## src/rtl/prog_truth_table_if.sv

```systemverilog
// Streaming evaluation and serial configuration bundle for prog_truth_table.
// The slave side is the truth-table block; the master side drives codes and table bits.
interface prog_truth_table_if #(
    parameter int N_IN = 3
);
    logic            in_valid;
    logic            in_ready;
    logic [N_IN-1:0] in_data;
    logic            out_valid;
    logic            out_ready;
    logic            out_data;
    logic            cfg_start;
    logic            cfg_valid;
    logic            cfg_bit;
    logic            cfg_busy;
    logic            cfg_done;

    modport master (
        output in_valid, in_data, out_ready, cfg_start, cfg_valid, cfg_bit,
        input  in_ready, out_valid, out_data, cfg_busy, cfg_done
    );

    modport slave (
        input  in_valid, in_data, out_ready, cfg_start, cfg_valid, cfg_bit,
        output in_ready, out_valid, out_data, cfg_busy, cfg_done
    );
endinterface

```

## src/rtl/prog_truth_table.sv

```systemverilog
// Runtime-programmable N_IN-input Boolean function with a one-stage registered
// valid/ready output and a shadow table loaded serially and committed atomically.
module prog_truth_table #(
    parameter int                     N_IN       = 3,
    parameter logic [(1<<N_IN)-1:0]   INIT_TABLE = 8'hDE
) (
    input  logic                clk,
    input  logic                reset,
    prog_truth_table_if.slave   bus
);
    localparam int TBL_W = 1 << N_IN;
    localparam int CNT_W = N_IN + 1;

    typedef enum logic [1:0] {
        S_IDLE,
        S_LOAD,
        S_COMMIT
    } state_t;

    state_t             r_state;
    logic [TBL_W-1:0]   r_active;
    logic [TBL_W-1:0]   r_shadow;
    logic [CNT_W-1:0]   r_cnt;
    logic               r_cfg_busy;
    logic               r_cfg_done;
    logic               r_vld_p1;
    logic               r_data_p1;
    logic               w_in_ready;
    logic               w_accept;

    assign w_in_ready = !r_vld_p1 || bus.out_ready;
    assign w_accept   = bus.in_valid && w_in_ready;

    assign bus.in_ready  = w_in_ready;
    assign bus.out_valid = r_vld_p1;
    assign bus.out_data  = r_data_p1;
    assign bus.cfg_busy  = r_cfg_busy;
    assign bus.cfg_done  = r_cfg_done;

    always_ff @(posedge clk) begin
        if (reset) begin
            r_state    <= S_IDLE;
            r_active   <= INIT_TABLE;
            r_shadow   <= '0;
            r_cnt      <= '0;
            r_cfg_busy <= 1'b0;
            r_cfg_done <= 1'b0;
            r_vld_p1   <= 1'b0;
            r_data_p1  <= 1'b0;
        end else begin
            // ---- output stage p1: lookup uses the table as it stands this cycle
            if (w_accept) begin
                r_vld_p1  <= 1'b1;
                r_data_p1 <= r_active[bus.in_data];
            end else if (bus.out_ready) begin
                r_vld_p1  <= 1'b0;
            end

            r_cfg_done <= 1'b0;
            case (r_state)
                S_IDLE: begin
                    if (bus.cfg_start) begin
                        r_state    <= S_LOAD;
                        r_cnt      <= '0;
                        r_shadow   <= '0;
                        r_cfg_busy <= 1'b1;
                    end
                end
                S_LOAD: begin
                    // A restart wins over any bit presented in the same cycle
                    if (bus.cfg_start) begin
                        r_cnt    <= '0;
                        r_shadow <= '0;
                    end else if (bus.cfg_valid) begin
                        r_shadow <= {r_shadow[TBL_W-2:0], bus.cfg_bit};
                        r_cnt    <= r_cnt + 1'b1;
                        if (r_cnt == CNT_W'(TBL_W - 1)) begin
                            r_state    <= S_COMMIT;
                            r_cfg_busy <= 1'b0;
                            r_cfg_done <= 1'b1;
                        end
                    end
                end
                S_COMMIT: begin
                    r_active <= r_shadow;
                    r_cnt    <= '0;
                    if (bus.cfg_start) begin
                        r_state    <= S_LOAD;
                        r_shadow   <= '0;
                        r_cfg_busy <= 1'b1;
                    end else begin
                        r_state    <= S_IDLE;
                    end
                end
                default: begin
                    r_state    <= S_IDLE;
                    r_cfg_busy <= 1'b0;
                end
            endcase
        end
    end
endmodule

```

## src/flat_wrapper.sv

```systemverilog
// flat-port wrapper written by rule: the top's interface ports become plain ports
module prog_truth_table_flat 
#(
    parameter int                     N_IN       = 3,
    parameter logic [(1<<N_IN)-1:0]   INIT_TABLE = 8'hDE
)
  (clk, reset, bus_in_valid, bus_in_data, bus_out_ready, bus_cfg_start, bus_cfg_valid, bus_cfg_bit, bus_in_ready, bus_out_valid, bus_out_data, bus_cfg_busy, bus_cfg_done);
  prog_truth_table_if #(.N_IN(N_IN)) bus_i ();
  input  logic clk;
  input  logic reset;
  input wire logic [$bits(bus_i.in_valid)-1:0] bus_in_valid;
  input wire logic [$bits(bus_i.in_data)-1:0] bus_in_data;
  input wire logic [$bits(bus_i.out_ready)-1:0] bus_out_ready;
  input wire logic [$bits(bus_i.cfg_start)-1:0] bus_cfg_start;
  input wire logic [$bits(bus_i.cfg_valid)-1:0] bus_cfg_valid;
  input wire logic [$bits(bus_i.cfg_bit)-1:0] bus_cfg_bit;
  output wire logic [$bits(bus_i.in_ready)-1:0] bus_in_ready;
  output wire logic [$bits(bus_i.out_valid)-1:0] bus_out_valid;
  output wire logic [$bits(bus_i.out_data)-1:0] bus_out_data;
  output wire logic [$bits(bus_i.cfg_busy)-1:0] bus_cfg_busy;
  output wire logic [$bits(bus_i.cfg_done)-1:0] bus_cfg_done;
  assign bus_i.in_valid = bus_in_valid;
  assign bus_i.in_data = bus_in_data;
  assign bus_i.out_ready = bus_out_ready;
  assign bus_i.cfg_start = bus_cfg_start;
  assign bus_i.cfg_valid = bus_cfg_valid;
  assign bus_i.cfg_bit = bus_cfg_bit;
  assign bus_in_ready = bus_i.in_ready;
  assign bus_out_valid = bus_i.out_valid;
  assign bus_out_data = bus_i.out_data;
  assign bus_cfg_busy = bus_i.cfg_busy;
  assign bus_cfg_done = bus_i.cfg_done;
  prog_truth_table #(.N_IN(N_IN), .INIT_TABLE(INIT_TABLE)) u_core (.clk(clk), .reset(reset), .bus(bus_i));
endmodule
```

## config.mk

```make
export PLATFORM = sky130hd
export DESIGN_NAME = prog_truth_table_flat
export DESIGN_NICKNAME = d
export VERILOG_FILES = /design/src/rtl/prog_truth_table_if.sv /design/src/rtl/prog_truth_table.sv /design/src/flat_wrapper.sv
export SDC_FILE = /design/constraint.sdc
export NUM_CORES = 1
export LEC_CHECK = 0
export BUFFER_PORTS_ARGS = -buffer_cell sky130_fd_sc_hd__buf_4
export CAP_MARGIN = 40
export CORE_ASPECT_RATIO = 0.75
export CORE_MARGIN = 5
export CORE_UTILIZATION = 45
export CTS_CLUSTER_SIZE = 8
export DETAILED_ROUTE_END_ITERATION = 8
export GPL_TIMING_DRIVEN = 0
export MAX_ROUTING_LAYER = met4
export PLACE_DENSITY = 0.68
export SLEW_MARGIN = 20
export SYNTH_ARGS = -nofsm -noshare
export SYNTH_HDL_FRONTEND = slang
export SYNTH_SLANG_ARGS = --single-unit
```

## constraint.sdc

```tcl
create_clock -name clk -period 2.45 [get_ports clk]
set_input_delay 0.3675 -clock clk [delete_from_list [all_inputs] [get_ports clk]]
set_output_delay 0.3675 -clock clk [all_outputs]
set_load 0.03 [all_outputs]
```

## Word level (Yosys, flattened, before mapping)

Index checks and enable logic that the tools add are counted.

| storage, ports and cells | value |
|---|---|
| register bits | 26 |
| input bits | 10 |
| output and inout port bits | 5 |
| logic and storage cells | 58 |

| operators by class | value |
|---|---|
| add/sub/neg operators | 1 |
| magnitude comparators | 1 |
| equal/unequal tests | 9 |
| muxes and demuxes | 24 |
| bitwise logic cells | 2 |
| reduce and logical (&&, ||, !) cells | 13 |

Operators with widths:

| kind | number |
|---|---|
| two-way mux 8 bit | 3 |
| case mux 8 bit (2 select lines) | 1 |
| two-way mux 4 bit | 3 |
| case mux 4 bit (3 select lines) | 1 |
| two-way mux 1 bit | 9 |
| two-way mux 2 bit | 4 |
| AND reduction 4 bit | 2 |
| inequality test 2 bit (second input constant) | 3 |
| case mux 2 bit (3 select lines) | 1 |
| AND reduction 3 bit | 2 |
| adder 4 x 1 -> 4 bit (second input constant) | 1 |
| == test 4 x 3 -> 1 bit (second input constant) | 1 |
| < comparator 3 x 4 -> 1 bit (second input constant) | 1 |
| inequality test 2 x 1 -> 1 bit (second input constant) | 2 |
| nonzero test 2 bit | 2 |
| OR reduction 4 bit | 1 |
| binary-select mux 1 bit (select 3 bit) | 1 |
| inequality test 3 bit (second input constant) | 1 |
| nonzero test 3 bit | 1 |
| == test 2 x 1 -> 1 bit (second input constant) | 1 |
| == test 2 bit (second input constant) | 1 |
| logical NOT 2 bit | 1 |
| NOT 1 bit | 2 |
| case mux 1 bit (2 select lines) | 1 |
| other kinds (4) | 4 |

## Longest topological paths before layout

| depth | value |
|---|---|
| word-level depth | 5 |
| gate-level depth with buffers | 5 |
| depth with buffers taken out | 4 |

## Worst setup path before layout

Ideal clock, no wire load.

| path | value |
|---|---|
| path type | input -> register |
| from | in bus_in_data[0] |
| to | reg u_core.r_data_p1 (netlist: u_core.bus.out_data) |
| library setup time | 0.058 ns |
| arrival | 1.173 ns |
| required time | 2.392 ns |
| setup slack | 1.219 ns |
| stages on the path | 4 |
| path buffers | 1 |
| cell sequence | clkbuf_2 -> mux2i_1 -> a2111oi_0 -> a31o_2 |

| between the ends | value |
|---|---|
| cells in the longest elaborated chain, start to end | 2 |

RTL lines:

| element | RTL line | RTL |
|---|---|---|
| start, declared | flat_wrapper.sv:12 | `input wire logic [$bits(bus_i.in_data)-1:0] bus_in_data;` |
| binary-select mux 1 bit (select 3 bit) | prog_truth_table.sv:54 | `r_data_p1 <= r_active[bus.in_data];` |
| two-way mux 1 bit (not written as such) | prog_truth_table.sv:54 |  |
| end signal, assigned | prog_truth_table.sv:54 |  |
| end, declared | prog_truth_table.sv:27 | `logic r_data_p1;` |

Every way passes these cells. The select of a mux whose other input is x is not followed.
A chain may end at the register's enable or synchronous reset.

## Final worst setup path

| path | value |
|---|---|
| from | reg u_core.r_vld_p1 (netlist: u_core.bus.out_valid) |
| to | out bus_in_ready |

| between the ends | value |
|---|---|
| cells in the longest elaborated chain, start to end | 2 |

RTL lines:

| element | RTL line | RTL |
|---|---|---|
| start, declared | prog_truth_table.sv:26 | `logic r_vld_p1;` |
| start signal, assigned | prog_truth_table.sv:48 | `r_vld_p1 <= 1'b0;` |
| start signal, assigned | prog_truth_table.sv:53 | `r_vld_p1 <= 1'b1;` |
| start signal, assigned | prog_truth_table.sv:56 | `r_vld_p1 <= 1'b0;` |
| logical NOT 1 bit | prog_truth_table.sv:31 | `assign w_in_ready = !r_vld_p1 \|\| bus.out_ready;` |
| logical OR 1 bit | prog_truth_table.sv:31 |  |
| end, declared | flat_wrapper.sv:17 | `output wire logic [$bits(bus_i.in_ready)-1:0] bus_in_ready;` |

Every way passes these cells.

==> impl_metrics.env <==
export IMPL_wire_length_of_the_first_global_routing_pass_mm=4.47
export IMPL_synth_compound_gate_area_share_pct=22.0
export IMPL_power_density_cell_area_nw_per_um2=593
export IMPL_synth_cells=135
export IMPL_initialDrtViolationCount=21
export IMPL_crit_slowest_cell="sky130_fd_sc_hd__dfxtp_1"
export IMPL_post_route_worst_setup_slack_ps=951
export IMPL_grt_util_all_layers_pct=15.4
export IMPL_p_int_uw=630
export IMPL_layout_worst_path_cycle_share_pct=61.2
export IMPL_vdd_ir_drop_max_mv=0.346
export IMPL_critical_path_max_stage_delay_ps=350
export IMPL_setup_worst_path_class="reg2out"
export IMPL_synth_top_cell_area_share_pct=44.1
export IMPL_clockPowerShare_pct=36.7
export IMPL_fmax_ghz=0.667
export IMPL_gpl_final_weighted_congestion=0.765
export IMPL_power_leakage_nw=0.509
export IMPL_port_buffer_count=12
export IMPL_synthFlopType="sky130_fd_sc_hd__dfxtp_1"
export IMPL_synth_seq_cells=26
export IMPL_drtAntennaViolNets=0
export IMPL_timing_max_transition_violations_final=0
export IMPL_critPathMaxFanout=3
export IMPL_die_width_um=69.1
export IMPL_detail_route_drc_violations=0
export IMPL_initial_antenna_violation_count=0
export IMPL_worst_slew_margin_relative_to_its_limit_pct=70.5
export IMPL_io_pins=15
export IMPL_synth_edff_count=0
export IMPL_tightest_slew_ps=443
export IMPL_cts_clk_pin_slew_worst_paths_ps=150
export IMPL_postSynthNetCount=146
export IMPL_outcome="completed"
export IMPL_synth_top_family_by_area="simple AND/OR/NAND/NOR gates"
export IMPL_final_layout_size_suffix_gt1_share_pct=17.2
export IMPL_rsz0062_at_grt="no"
export IMPL_cp_cell_sequence="nor2b_1 -> inv_1 -> buf_4"
export IMPL_power_net_switching_uw=181
export IMPL_detail_route_wl_per_cell_um=13.7
export IMPL_post_synth_fa_ha_maj_area_fraction_pct=1.06
export IMPL_place_detailed_hpwl_mm=1.95
export IMPL_post_layout_nonfiller_instances=187
export IMPL_required_ps=2080
export IMPL_largest_net_degree_at_the_start_of_global_routing=16
export IMPL_cp_data_arrival_time_ps=1130
export IMPL_root_cell_of_the_clock_tree="sky130_fd_sc_hd__clkbuf_4"
export IMPL_cts_tree="built"
export IMPL_detail_route_wirelength_mm=2.55
export IMPL_cts_made_buffers=3
export IMPL_finalHoldViolations=0
export IMPL_die_h_um=54.3
export IMPL_post_synth_main_area_contributors="sky130_fd_sc_hd__dfxtp_1 44%, sky130_fd_sc_hd__a21oi_1 7.6%, sky130_fd_sc_hd__nand2_1 7.6%"
export IMPL_cap_violations=0
export IMPL_endpoint_kind="primary output"
export IMPL_syn_area_um2=1180
export IMPL_ys_seq_area_share_pct=44.1
export IMPL_placed_cells=183
export IMPL_detailedPlace_worstSlack_ps=996
export IMPL_cts_resized_gates=0
export IMPL_h_tree_depth=1
export IMPL_detailed_route_via_count=1025
export IMPL_ctsLongestPathBuffers=2
export IMPL_clock_insertion_delay_worst_skew_ps=340
export IMPL_dieArea_um2=3760
export IMPL_grt_pass1_vias=1000
export IMPL_synthSimpleGateAreaFrac_pct=22.5
export IMPL_post_route_min_period_ps=1500
export IMPL_total_of_endpoints_with_negative_setup_slack_in_the_final_report=0
export IMPL_timing_critical_path_from_type="register"
export IMPL_initial_utilization_pct=46.0
export IMPL_synth_largest_area_cell="sky130_fd_sc_hd__dfxtp_1"
export IMPL_synth_commonest_cells="26 x sky130_fd_sc_hd__dfxtp_1, 24 x sky130_fd_sc_hd__nand2_1, 18 x sky130_fd_sc_hd__a21oi_1"
export IMPL_placeableCoreArea_um2=2560
export IMPL_design_power_total_uw=810
export IMPL_area_growth_syn_to_layout_pct=15.9
export IMPL_vias_per_cell=5.48
export IMPL_yosys_mux_area_fraction_pct=3.39
export IMPL_timing_hold_worst_class="in2reg"
export IMPL_totalNegativeSetupSlack_ps=0
export IMPL_overflow_after_grt=0
export IMPL_timing_clock_skew_ps=20.5
export IMPL_pwr_share_seq_pct=53.5
export IMPL_yosys_cell_types_count=34
export IMPL_fillerInstances=253
export IMPL_layout_nets=163
export IMPL_synth_most_common_cell="sky130_fd_sc_hd__dfxtp_1"
export IMPL_drt_first_pass_iters=4
export IMPL_ys_warnings_count=0
export IMPL_post_synth_cell_area_avg_um2=8.74
export IMPL_rows=16
export IMPL_post_synth_xor_area_fraction_pct=0
export IMPL_async_flop_share_pct=0
export IMPL_comb_power_share_pct=9.9
export IMPL_cts_post_setup_buffers_inserted=0
export IMPL_cts_sinks=26
export IMPL_cts_hold_buffers_added=0
export IMPL_antennaDiodeCount=0
export IMPL_switching_share_pct=22.3
[metal layers]
metal / routed length (um) / vias to the layer above / track usage (%)
met5: 0 / - / -
met4: 13 / 0 / 1.95
met3: 172 / 2 / 5.50
met2: 1160 / 26 / 28.2
met1: 1200 / 491 / 17.1
li1: - / 506 / -
[critical path: cells and delay by family, from the launching register on]
family        cells  cell delay (ps)
flops             1              350
buf+inv           2              260
simple gates      1              180
[path summary, 6_finish.rpt]
kind                        start                  to  slack (ps)  depth (start not counted)
max          u_core.bus.out_valid        bus_in_ready         950                          3
min                   bus_cfg_bit  u_core.r_shadow[0]         290                          3
max reg2reg       u_core.r_cnt[0]     u_core.r_cnt[2]        1050                          3
min reg2reg    u_core.r_active[0]  u_core.r_active[0]         470                          2
[flip-flops by register name, summed over array words and instances, names as in the netlist]
register              flops
u_core.bus.cfg_done       1
u_core.bus.cfg_busy       1
u_core.bus.out_valid      1
u_core.bus.out_data       1
u_core.r_cnt              4
u_core.r_active           8
u_core.r_state            2
u_core.r_shadow           8
[cell usage in the layout (no fill, tap or decap), drive strengths merged]
master    n
nand2    24
o21ai     9
o211ai    4
a2111oi   1
nand3     1
and4bb    1
a311o     1
or3       1
nor2b     4
a21oi    18
ha        1
nand4bb   1
inv       5
mux2i     4
or2b      1
nor4      2
buf      17
o21bai    1
nand2b    4
nand3b    7
a311oi    2
bufinv    1
a22oi     1
nor2      1
a2111o    1
a41oi     1
dfxtp    26
and2      1
clkbuf    9
a31o      1
[logic make-up after synthesis]
kind of cell	count (synthesis)
and+or+nand+nor	48
AOI/OAI and AO/OA	40
DFF	26
buffers and inverters	16
muxes	4
adders and majority gates	1
[area by class of cell]
| cell class | instances | area [um^2] | share of cell area, % |
|---|---|---|---|
| multi-input combinational | 93 | 577 | 42.2 |
| sequential | 26 | 520 | 38.1 |
| timing repair buffer | 12 | 90.1 | 6.59 |
| buffer | 11 | 63.8 | 4.67 |
| tap | 36 | 45.0 | 3.29 |
| clock inverter | 1 | 30.0 | 2.20 |
| clock buffer | 3 | 22.5 | 1.65 |
| inverter | 5 | 18.8 | 1.37 |
[stage by stage]
| stage | instance area (um^2) | hold slack (ps) | util (%) |
|---|---|---|---|
| after floorplan | 1180 | 431 | - |
| after global placement | 1320 | 446 | 51.3 |
| after detailed placement | 1320 | 448 | 51.3 |
| after CTS | 1370 | 285 | 53.4 |
| after global routing | 1370 | 294 | 53.4 |
| final | 1370 | 289 | 53.4 |
[power groups by stage]
| stage | clock network, mW | logic, mW | registers [mW] |
|---|---|---|---|
| finish | 0.297 | 0.0800 | 0.433 |
| global route | 0.309 | 0.0881 | 0.434 |
| CTS | 0.299 | 0.0804 | 0.433 |
| detailed placement | 0 | 0.0802 | 0.443 |
| global placement | 0 | 0.0782 | 0.442 |
| floorplan | 0 | 0.0426 | 0.450 |
No activity file was read; power rests on OpenSTA's default activity.
